### src/rtl/t05_header_stream_pkg.sv
// Shared definitions for the t05 header bit streamer: default widths,
// command encodings and FSM state constants.
package t05_header_stream_pkg;

    localparam int DEF_CHAR_W = 8;
    localparam int DEF_CNT_W  = 8;
    localparam int DEF_TOT_W  = 16;

    typedef enum logic [1:0] {
        CMD_CHAR    = 2'b00,
        CMD_ZEROS   = 2'b01,
        CMD_LEFTS   = 2'b10,
        CMD_ILLEGAL = 2'b11
    } cmd_type_e;

    localparam logic [1:0] ST_IDLE = 2'd0;
    localparam logic [1:0] ST_EMIT = 2'd1;
    localparam logic [1:0] ST_DONE = 2'd2;

endpackage

### src/rtl/t05_header_stream_if.sv
// Command-in / serial-bit-out handshake bundle of the header streamer.
interface t05_header_stream_if #(
    parameter int CHAR_W = 8,
    parameter int CNT_W  = 8
);
    logic              cmd_valid;
    logic              cmd_ready;
    logic [1:0]        cmd_type;
    logic [CHAR_W-1:0] cmd_char;
    logic [CNT_W-1:0]  cmd_count;
    logic              bit_out;
    logic              bit_valid;
    logic              bit_ready;

    modport master (
        output cmd_valid, cmd_type, cmd_char, cmd_count, bit_ready,
        input  cmd_ready, bit_out, bit_valid
    );

    modport slave (
        input  cmd_valid, cmd_type, cmd_char, cmd_count, bit_ready,
        output cmd_ready, bit_out, bit_valid
    );
endinterface

### src/rtl/t05_piso_shift.sv
// Parallel-load shift register; the MSB is presented first and zeroes
// are shifted in from the bottom.
module t05_piso_shift #(
    parameter int W = 9
) (
    input  logic         clk,
    input  logic         nrst,
    input  logic         load_i,
    input  logic         shift_i,
    input  logic [W-1:0] data_i,
    output logic         msb_o
);

    logic [W-1:0] sr_q;

    // NOTE: sequential state uses non-blocking assignments only, so every
    // flop samples pre-edge values regardless of block evaluation order.
    always_ff @(posedge clk or negedge nrst) begin
        if (!nrst) begin
            sr_q <= '0;
        end else if (load_i) begin
            sr_q <= data_i;
        end else if (shift_i) begin
            sr_q <= {sr_q[W-2:0], 1'b0};
        end
    end

    assign msb_o = sr_q[W-1];

endmodule

### src/rtl/t05_header_stream.sv
// Serialises CHAR / ZEROS / LEFTS header commands into a valid/ready bit
// stream and keeps a running count of handed-off header bits.
module t05_header_stream
    import t05_header_stream_pkg::*;
#(
    parameter int CHAR_W = DEF_CHAR_W,
    parameter int CNT_W  = DEF_CNT_W,
    parameter int TOT_W  = DEF_TOT_W
) (
    input  logic                 clk,
    input  logic                 nrst,
    t05_header_stream_if.slave   bus,
    input  logic                 clear,
    output logic                 rec_done,
    output logic                 busy,
    output logic [TOT_W-1:0]     hdr_bits,
    output logic                 err
);

    localparam int SH_W = 1 + ((CHAR_W > CNT_W) ? CHAR_W : CNT_W);
    localparam int BC_W = CNT_W + 1;

    logic [1:0]      state_q, state_d;
    logic [BC_W-1:0] left_q, left_d;
    logic [TOT_W-1:0] hdr_q, hdr_d;
    logic            err_q, err_d;
    logic            accept, handshake, load, msb;
    logic [SH_W-1:0] load_data;
    cmd_type_e       ctype;

    assign ctype     = cmd_type_e'(bus.cmd_type);
    assign accept    = bus.cmd_valid && bus.cmd_ready;
    assign handshake = bus.bit_valid && bus.bit_ready;

    // NOTE: every signal written here gets a default first, so no path
    // leaves one unassigned and no latch is inferred.
    always_comb begin
        state_d   = state_q;
        left_d    = left_q;
        err_d     = err_q;
        load      = 1'b0;
        load_data = '0;
        case (state_q)
            ST_IDLE: begin
                if (accept) begin
                    case (ctype)
                        CMD_CHAR: begin
                            load      = 1'b1;
                            load_data = SH_W'({1'b1, bus.cmd_char}) << (SH_W - 1 - CHAR_W);
                            left_d    = BC_W'(CHAR_W + 1);
                            state_d   = ST_EMIT;
                        end
                        CMD_ZEROS: begin
                            load    = 1'b1;
                            left_d  = {1'b0, bus.cmd_count};
                            state_d = (bus.cmd_count == '0) ? ST_DONE : ST_EMIT;
                        end
                        CMD_LEFTS: begin
                            load      = 1'b1;
                            load_data = SH_W'({1'b1, bus.cmd_count}) << (SH_W - 1 - CNT_W);
                            left_d    = BC_W'(CNT_W + 1);
                            state_d   = (bus.cmd_count == '0) ? ST_DONE : ST_EMIT;
                        end
                        default: begin
                            err_d   = 1'b1;
                            state_d = ST_DONE;
                        end
                    endcase
                end
            end
            ST_EMIT: begin
                if (handshake) begin
                    left_d = left_q - 1'b1;
                    if (left_q == BC_W'(1)) begin
                        state_d = ST_DONE;
                    end
                end
            end
            ST_DONE: state_d = ST_IDLE;
            default: state_d = ST_IDLE;
        endcase
        // Clear wins over an illegal command seen in the same cycle.
        if (clear) begin
            err_d = 1'b0;
        end
    end

    always_comb begin
        hdr_d = hdr_q;
        if (clear) begin
            hdr_d = '0;
        end else if (handshake) begin
            hdr_d = hdr_q + 1'b1;
        end
    end

    always_ff @(posedge clk or negedge nrst) begin
        if (!nrst) begin
            state_q <= ST_IDLE;
            left_q  <= '0;
            hdr_q   <= '0;
            err_q   <= 1'b0;
        end else begin
            state_q <= state_d;
            left_q  <= left_d;
            hdr_q   <= hdr_d;
            err_q   <= err_d;
        end
    end

    t05_piso_shift #(.W(SH_W)) u_piso (
        .clk     (clk),
        .nrst    (nrst),
        .load_i  (load),
        .shift_i (handshake),
        .data_i  (load_data),
        .msb_o   (msb)
    );

    assign bus.cmd_ready = (state_q == ST_IDLE);
    assign bus.bit_valid = (state_q == ST_EMIT);
    assign bus.bit_out   = bus.bit_valid & msb;
    assign rec_done      = (state_q == ST_DONE);
    assign busy          = (state_q != ST_IDLE);
    assign hdr_bits      = hdr_q;
    assign err           = err_q;

endmodule

### src/flat_wrapper.sv
// flat-port wrapper written by rule: the top's interface ports become plain ports
module t05_header_stream_flat import t05_header_stream_pkg::*;
#(
    parameter int CHAR_W = DEF_CHAR_W,
    parameter int CNT_W  = DEF_CNT_W,
    parameter int TOT_W  = DEF_TOT_W
)
  (clk, nrst, clear, rec_done, busy, hdr_bits, err, bus_cmd_valid, bus_cmd_type, bus_cmd_char, bus_cmd_count, bus_bit_ready, bus_cmd_ready, bus_bit_out, bus_bit_valid);
  t05_header_stream_if #(.CHAR_W(CHAR_W), .CNT_W(CNT_W)) bus_i ();
  input  logic clk;
  input  logic nrst;
  input  logic clear;
  output logic rec_done;
  output logic busy;
  output logic [TOT_W-1:0] hdr_bits;
  output logic err;
  input wire logic [$bits(bus_i.cmd_valid)-1:0] bus_cmd_valid;
  input wire logic [$bits(bus_i.cmd_type)-1:0] bus_cmd_type;
  input wire logic [$bits(bus_i.cmd_char)-1:0] bus_cmd_char;
  input wire logic [$bits(bus_i.cmd_count)-1:0] bus_cmd_count;
  input wire logic [$bits(bus_i.bit_ready)-1:0] bus_bit_ready;
  output wire logic [$bits(bus_i.cmd_ready)-1:0] bus_cmd_ready;
  output wire logic [$bits(bus_i.bit_out)-1:0] bus_bit_out;
  output wire logic [$bits(bus_i.bit_valid)-1:0] bus_bit_valid;
  assign bus_i.cmd_valid = bus_cmd_valid;
  assign bus_i.cmd_type = bus_cmd_type;
  assign bus_i.cmd_char = bus_cmd_char;
  assign bus_i.cmd_count = bus_cmd_count;
  assign bus_i.bit_ready = bus_bit_ready;
  assign bus_cmd_ready = bus_i.cmd_ready;
  assign bus_bit_out = bus_i.bit_out;
  assign bus_bit_valid = bus_i.bit_valid;
  t05_header_stream #(.CHAR_W(CHAR_W), .CNT_W(CNT_W), .TOT_W(TOT_W)) u_core (.clk(clk), .nrst(nrst), .bus(bus_i), .clear(clear), .rec_done(rec_done), .busy(busy), .hdr_bits(hdr_bits), .err(err));
endmodule
### config.mk
export PLATFORM = sky130hd
export DESIGN_NAME = t05_header_stream_flat
export DESIGN_NICKNAME = d
export VERILOG_FILES = /design/src/rtl/t05_header_stream_pkg.sv /design/src/rtl/t05_header_stream_if.sv /design/src/rtl/t05_piso_shift.sv /design/src/rtl/t05_header_stream.sv /design/src/flat_wrapper.sv
export SDC_FILE = /design/constraint.sdc
export NUM_CORES = 1
export LEC_CHECK = 0
export BUFFER_PORTS_ARGS = -buffer_cell sky130_fd_sc_hd__buf_2
export CAP_MARGIN = 20
export CORE_MARGIN = 1.5
export CORE_UTILIZATION = 35
export DETAILED_ROUTE_END_ITERATION = 8
export SLEW_MARGIN = 30
export SYNTH_ARGS = -nofsm -noshare
export SYNTH_HDL_FRONTEND = slang
export SYNTH_HIERARCHICAL = 1
export SYNTH_SLANG_ARGS = --single-unit
export TNS_END_PERCENT = 1
### constraint.sdc
create_clock -name clk -period 1.4 [get_ports clk]
set_input_delay 0.07 -clock clk [delete_from_list [all_inputs] [get_ports clk]]
set_output_delay 0.07 -clock clk [all_outputs]
set_load 0.05 [all_outputs]
* After elaboration in Yosys (flattened, before gate mapping)
Cells that the tools add are included.
** Cells by class
- $add $sub $neg :: 2
- Multipliers :: 0
- Div/mod/pow operators :: 0
- $lt $le $gt $ge :: 0
- Equal/unequal tests :: 10
- Shift-type cells :: 0
- Multiplexer cells :: 24
- Bitwise operators :: 1
- Reduce and logical (&&, ||, !) cells :: 17
** Operator list (number)
- two-way mux 9 bit :: 6
- one-hot mux 9 bit (2 select lines) :: 3
- two-way mux 16 bit :: 2
- adder 16 x 1 -> 16 bit (second input constant) :: 1
- nonzero test 2 bit :: 6
- == test 9 x 1 -> 1 bit (second input constant) :: 1
- subtractor 9 x 1 -> 9 bit (second input constant) :: 1
- logical NOT 8 bit :: 1
- two-way mux 2 bit :: 4
- one-hot mux 2 bit (2 select lines) :: 2
- two-way mux 1 bit :: 7
- != test 2 bit (second input constant) :: 3
- AND reduction 3 bit :: 2
- == test 2 x 1 -> 1 bit (second input constant) :: 2
- == test 2 bit (second input constant) :: 2
- logical NOT 2 bit :: 2
- AND reduction 4 bit :: 1
- OR reduction 2 bit :: 2
- != test 3 bit (second input constant) :: 1
- OR reduction 3 bit :: 1
- logical AND 1 bit :: 2
- != test 2 x 1 -> 1 bit (second input constant) :: 1
- AND 1 bit :: 1
** Word-level totals
- Bits in registers :: 37
- Latch bits :: 0
- Memory bits (writable) :: 0
- Bits in read-only memories :: 0
- Input bits :: 23
- Output and inout bits :: 22
- Logic and storage cells :: 59
- Memories kept :: 0

* Depth between registers and ports, before layout
- Depth in word-level cells :: 6
- Gate-level depth with buffers :: 8
- Gate-level depth less buffers :: 7

* Cells and area by module
The synthesis kept the hierarchy.
** Modules (own cells, without submodules)
- t05_header_stream :: times used 1, cells an instance 208, area each 1793.0 sq um, seq. area each 700.7 sq um
- t05_piso_shift :: times used 1, cells an instance 39, area each 420.4 sq um, seq. area each 225.2 sq um

* Worst setup path before layout
Ideal clock, no wire load.
- Path kind :: reg-to-reg
- Start point :: register u_core.state_q[0]
- End point :: register u_core.u_piso.sr_q[0]
- Library setup time :: 0.083 ns
- Arrival :: 1.837 ns
- Required time :: 1.317 ns
- Slack :: -0.519 ns
- Cell stages (with the launch flop) :: 8
- Path buffers :: 0
- Clock period less this slack :: 1.919 ns
- Path through :: dfrtp_1 > or2_2 > inv_1 > and2_1 > o21ai_1 > nor2_1 > nand2_1 > o21ai_0
** Between the ends
- Cells in the longest elaborated chain, start to end :: 5
- Elaborated cells between the ends (all ways) :: 10
- Classes of those cells :: eq/ne (1); mux (5); reduce/logical (4)
** RTL lines
- from (decl) :: RTL line t05_header_stream.sv:23 : logic [1:0] state_q, state_d;
- from (signal assigned) :: RTL line t05_header_stream.sv:104 : state_q <= state_d;
- logical NOT 2 bit * :: RTL line t05_header_stream.sv:120 : assign bus.cmd_ready = (state_q == ST_IDLE);
- named net bus_cmd_ready :: RTL line flat_wrapper.sv:22 : output wire logic [$bits(bus_i.cmd_ready)-1:0] bus_cmd_ready;
- logical AND 1 bit :: RTL line t05_header_stream.sv:32 : assign accept = bus.cmd_valid && bus.cmd_ready;
- two-way mux 9 bit :: RTL line t05_header_stream.sv:45 : if (accept) begin
- two-way mux 9 bit * :: RTL line t05_header_stream.sv:43 : case (state_q)
- named net u_core.load_data[0] :: RTL line t05_header_stream.sv:28 : logic [SH_W-1:0] load_data;
- two-way mux 9 bit * :: RTL line t05_piso_shift.sv:21 : end else if (load_i) begin
- to (signal assigned) :: RTL line t05_piso_shift.sv:22 : sr_q <= data_i;
- to (signal assigned) :: RTL line t05_piso_shift.sv:24 : sr_q <= {sr_q[W-2:0], 1'b0};
- to (decl) :: RTL line t05_piso_shift.sv:14 : logic [W-1:0] sr_q;
The timed path passes the listed nets; every way through them passes the cells marked *.
A chain may end at the register's enable or synchronous reset.

* Worst setup path after layout
- Start point :: register u_core.state_q[1]
- End point :: register u_core.left_q[3]
** Between the ends
- Cells in the longest elaborated chain, start to end :: 4
- Elaborated cells between the ends (all ways) :: 10
- Classes of those cells :: eq/ne (4); mux (1); reduce/logical (5)
** RTL lines
- == test 2 x 1 -> 1 bit or logical NOT 2 bit (tied branches) :: RTL line t05_header_stream.sv:43, t05_header_stream.sv:121, t05_header_stream.sv:120
- logical AND 1 bit (on tied branches) :: RTL line t05_header_stream.sv:33, t05_header_stream.sv:32
- != test 2 bit (no line)
- AND reduction 4 bit (no line)
- to (signal assigned) :: RTL line t05_header_stream.sv:105 : left_q <= left_d;
- to (decl) :: RTL line t05_header_stream.sv:24 : logic [BC_W-1:0] left_q, left_d;
Parallel ways exist; a longest one is shown, timed or not.

==> impl_metrics.yaml <==
outcome:
  outcome: "complete, but fails checks"
  violations: "setup timing"
hold_path:
  min_path_type: "input port to register"
sta:
  finalClockSkew_ns: 0.004921
  fin_crit_sh_pct: 111.4
  hold_ws_ns: 0.05610
  period_minus_slack_ns: 1.559
  slew_headroom_pct: 48.13
  tightest_slew_ns: 0.7722
  fin_setup_tns_ns: -1.803
  rsz0062_at_grt: "yes"
  fmax_mhz: 641.4
  setup_slack_ns: -0.1591
  setup_viol: 26
  finalHoldViolCount: 0
  slew_viol_final: 0
detailed_routing:
  drt-initial-drc-count: 87
  drc: 0
  vias_per_cell: 5.237
  wire_per_inst_um: 14.76
  drt_pass1_iterations: 4
  routed_wl_um: 6111
  routed-via-count: 2168
  drtAntennaViolNets: 0
die:
  dieHeight_um: 82.53
  die_area_um2: 6810
  initial_core_util_pct: 36.73
  core-area_um2: 6026
  fp.dieW_um: 82.53
  rows: 28
  num_io_pins: 45
place:
  dp.cells: 399
  portBuffers: 44
  gp_congestion: 0.8281
  hpwlAfterDp_um: 4254
cts:
  cts_num_sinks: 37
  h-tree-depth: 2
  clk_latency_ns: 0.29
  cts_tree: "done"
  cts_inserted_buffers: 5
  clock-root-buffer: "clkbuf_8"
  path_clk_slew_ns: 0.08
  clockBufferDepth: 2
cells_and_area:
  nets: 369
  multi_input_area_um2: 1329
  seqCellArea_um2: 940.9
  finish.utilization_pct: 53.59
  diodes: 0
  fillers: 578
  fin_cells: 414
  drive_gt1_share_pct: 44.25
  area_growth_pct: 45.90
global_routing:
  grt_overflow: 0
  grt_max_degree: 38
  grtUsageTotal_pct: 19.20
  antenna_found_initial: 0
  grt_pass1_wl_um: 10040
  first_global_vias: 2188
pwr:
  vdd_drop_max_mv: 1.226
  power_density_nw_per_um2: 1525
  power_leakage_nw: 1.512
setup_path:
  crit_fanout: 7
  crit_required_ns: 1.64
  cp-start-kind: "register"
  path_class: "register to register"
  endpoint_kind: "register"
  crit_arrival_ns: 1.80
synth:
  ys_types: 49
  ys_seq_area_share_pct: 41.83
  syn_inst: 247
  yosys_warnings: 6
  syn_nets: 278
  ys_ff_latch: 37
  syn_avg_cell_area_um2: 8.961
  syn-cell-area_um2: 2213
run:
  maxCapViolCount: 0
-- power breakdown --
group          switching, W  leakage [nW]  internal (W)
registers          0.000153         0.478       0.00126
clock network      0.000420        0.0681      0.000708
logic               0.00132         0.966       0.00105
-- repair_timing --
item	CTS	global route
hold buffers	1	0
setup endpoints to repair	33	37
cloned	1	0
buffers inserted	2	3
pin swaps	6	4
hold endpoints to repair	37	0
resized for setup	21	24
-- state kept, by name (all words and copies together), names as in the netlist --
signal,flops
u_core/err,1
u_core/hdr_bits,16
u_core/state_q,2
u_core/u_piso/sr_q,9
u_core/left_q,9
-- placed cells by master, fill, tap and decap left out, types with 3 or more instances in the layout --
master    Yosys  routed
clkbuf_8      0       5
a21oi_1      10       7
xor2_1        3       3
ha_1          8       6
a31oi_1       3       3
nor4_1        8       6
mux2i_1       8       8
buf_4         1      41
nor2_2        0       4
o21ai_1      10      12
a21oi_2       0       3
dfrtp_1      37      25
nand2_1      18      17
buf_12        0       3
nor3_1        7       5
dfrtp_2       0      12
inv_1        12      11
xnor2_1       8       8
nor2_1       32      28
buf_6         2       7
nand4_1       8       8
buf_2         1      40
o21ai_0      11       6
and3_1        3       3
nand3_1       6       5
a22oi_1       8       8
nand2b_1      4       3
-- cell usage after synthesis, drive strengths merged --
cell | instances | area (um^2)
ha | 8 | 100.1
nor4 | 9 | 71.32
o31ai | 1 | 7.510
o21ai | 21 | 105.1
o22ai | 1 | 6.260
nor3 | 7 | 35.03
or3b | 1 | 11.26
o21a | 1 | 7.510
nand2b | 4 | 25.02
nor3b | 1 | 7.510
clkbuf | 5 | 20.01
dfrtp | 37 | 925.9
o221ai | 1 | 8.760
xnor2 | 8 | 70.07
mux2i | 8 | 80.08
xor2 | 3 | 26.28
a31oi | 3 | 18.77
a21oi | 10 | 50.05
and4b | 2 | 20.02
inv | 13 | 48.79
nand3b | 1 | 7.510
and2 | 4 | 25.02
nand4 | 9 | 62.56
or4 | 2 | 15.01
a22oi | 8 | 60.06
a211oi | 1 | 7.510
nand4b | 1 | 15.01
a32oi | 1 | 8.760
and3 | 3 | 18.77
or2 | 1 | 6.260
nor2 | 32 | 120.1
buf | 6 | 42.54
a31o | 2 | 17.52
a21bo | 1 | 10.01
a311oi | 2 | 17.52
or3 | 1 | 6.260
o2bb2ai | 1 | 8.760
a21boi | 2 | 15.01
nor2b | 1 | 6.260
nand2 | 18 | 67.56
nand3 | 6 | 30.03
-- kinds of logic after synthesis --
kind of cell / after synthesis / share of synthesized area, %
AND/OR/NAND/NOR: 103 / 24.87
multiplexers: 8 / 3.618
adder cells (fa/ha/maj): 8 / 4.523
buffers and inverters: 24 / 5.030
AO/OA/AOI/OAI: 56 / 15.77
flip-flops: 37 / 41.83
XOR/XNOR: 11 / 4.353
-- per-layer routing --
metal	wire [um]	part of all wire, %	vias up	track usage, %
met1	2882	47	1038	25.15
met4	32	0.52	0	3.833
li1	-	-	1070	-
met3	321	5.3	5	4.615
met5	0	0	-	0
met2	2875	47	55	32.20
-- path summary, 6_finish.rpt --
path / endpoint / slack [ns] / startpoint / depth (start not counted)
setup / recovery: u_core/left_q[3] / -0.16 / u_core/state_q[1] / 3
hold / removal: u_core/hdr_bits[10] / 0.06 / clear / 2
setup reg to reg: u_core/left_q[3] / -0.16 / u_core/state_q[1] / 3
hold reg to reg: u_core/left_q[8] / 0.53 / u_core/left_q[8] / 2
max in group asynchronous: u_core/state_q[1] / 0.91 / nrst / 3
min in group asynchronous: u_core/hdr_bits[6] / 0.26 / nrst / 3
-- stage by stage --
step / total power [W] / setup slack, ns / area, um^2
finish: 0.004924 / -0.1591 / 3229
global route: 0.005212 / -0.2013 / 3229
detailed placement: 0.003430 / -0.2444 / 2875
floorplan: 0.002654 / -0.1694 / 2256
CTS: 0.004773 / -0.1185 / 3123
global placement: 0.003407 / -0.1989 / 2875
-- worst max-delay path, cell delays in order (launching register included) --
cell     delay [ns]
dfrtp_2        0.45
or3b_4         0.44
or4_4          0.54
nand3_2        0.08
-- final cells by class --
class	count	share of cell area [%]
clock buffers	5	2.131
clock inverters	3	2.015
inverters	13	1.627
multi-input cells	187	41.15
flip-flops and latches	37	29.14
well taps	75	2.906
repair buffers	94	21.04
(Power assumes the default switching activity.)
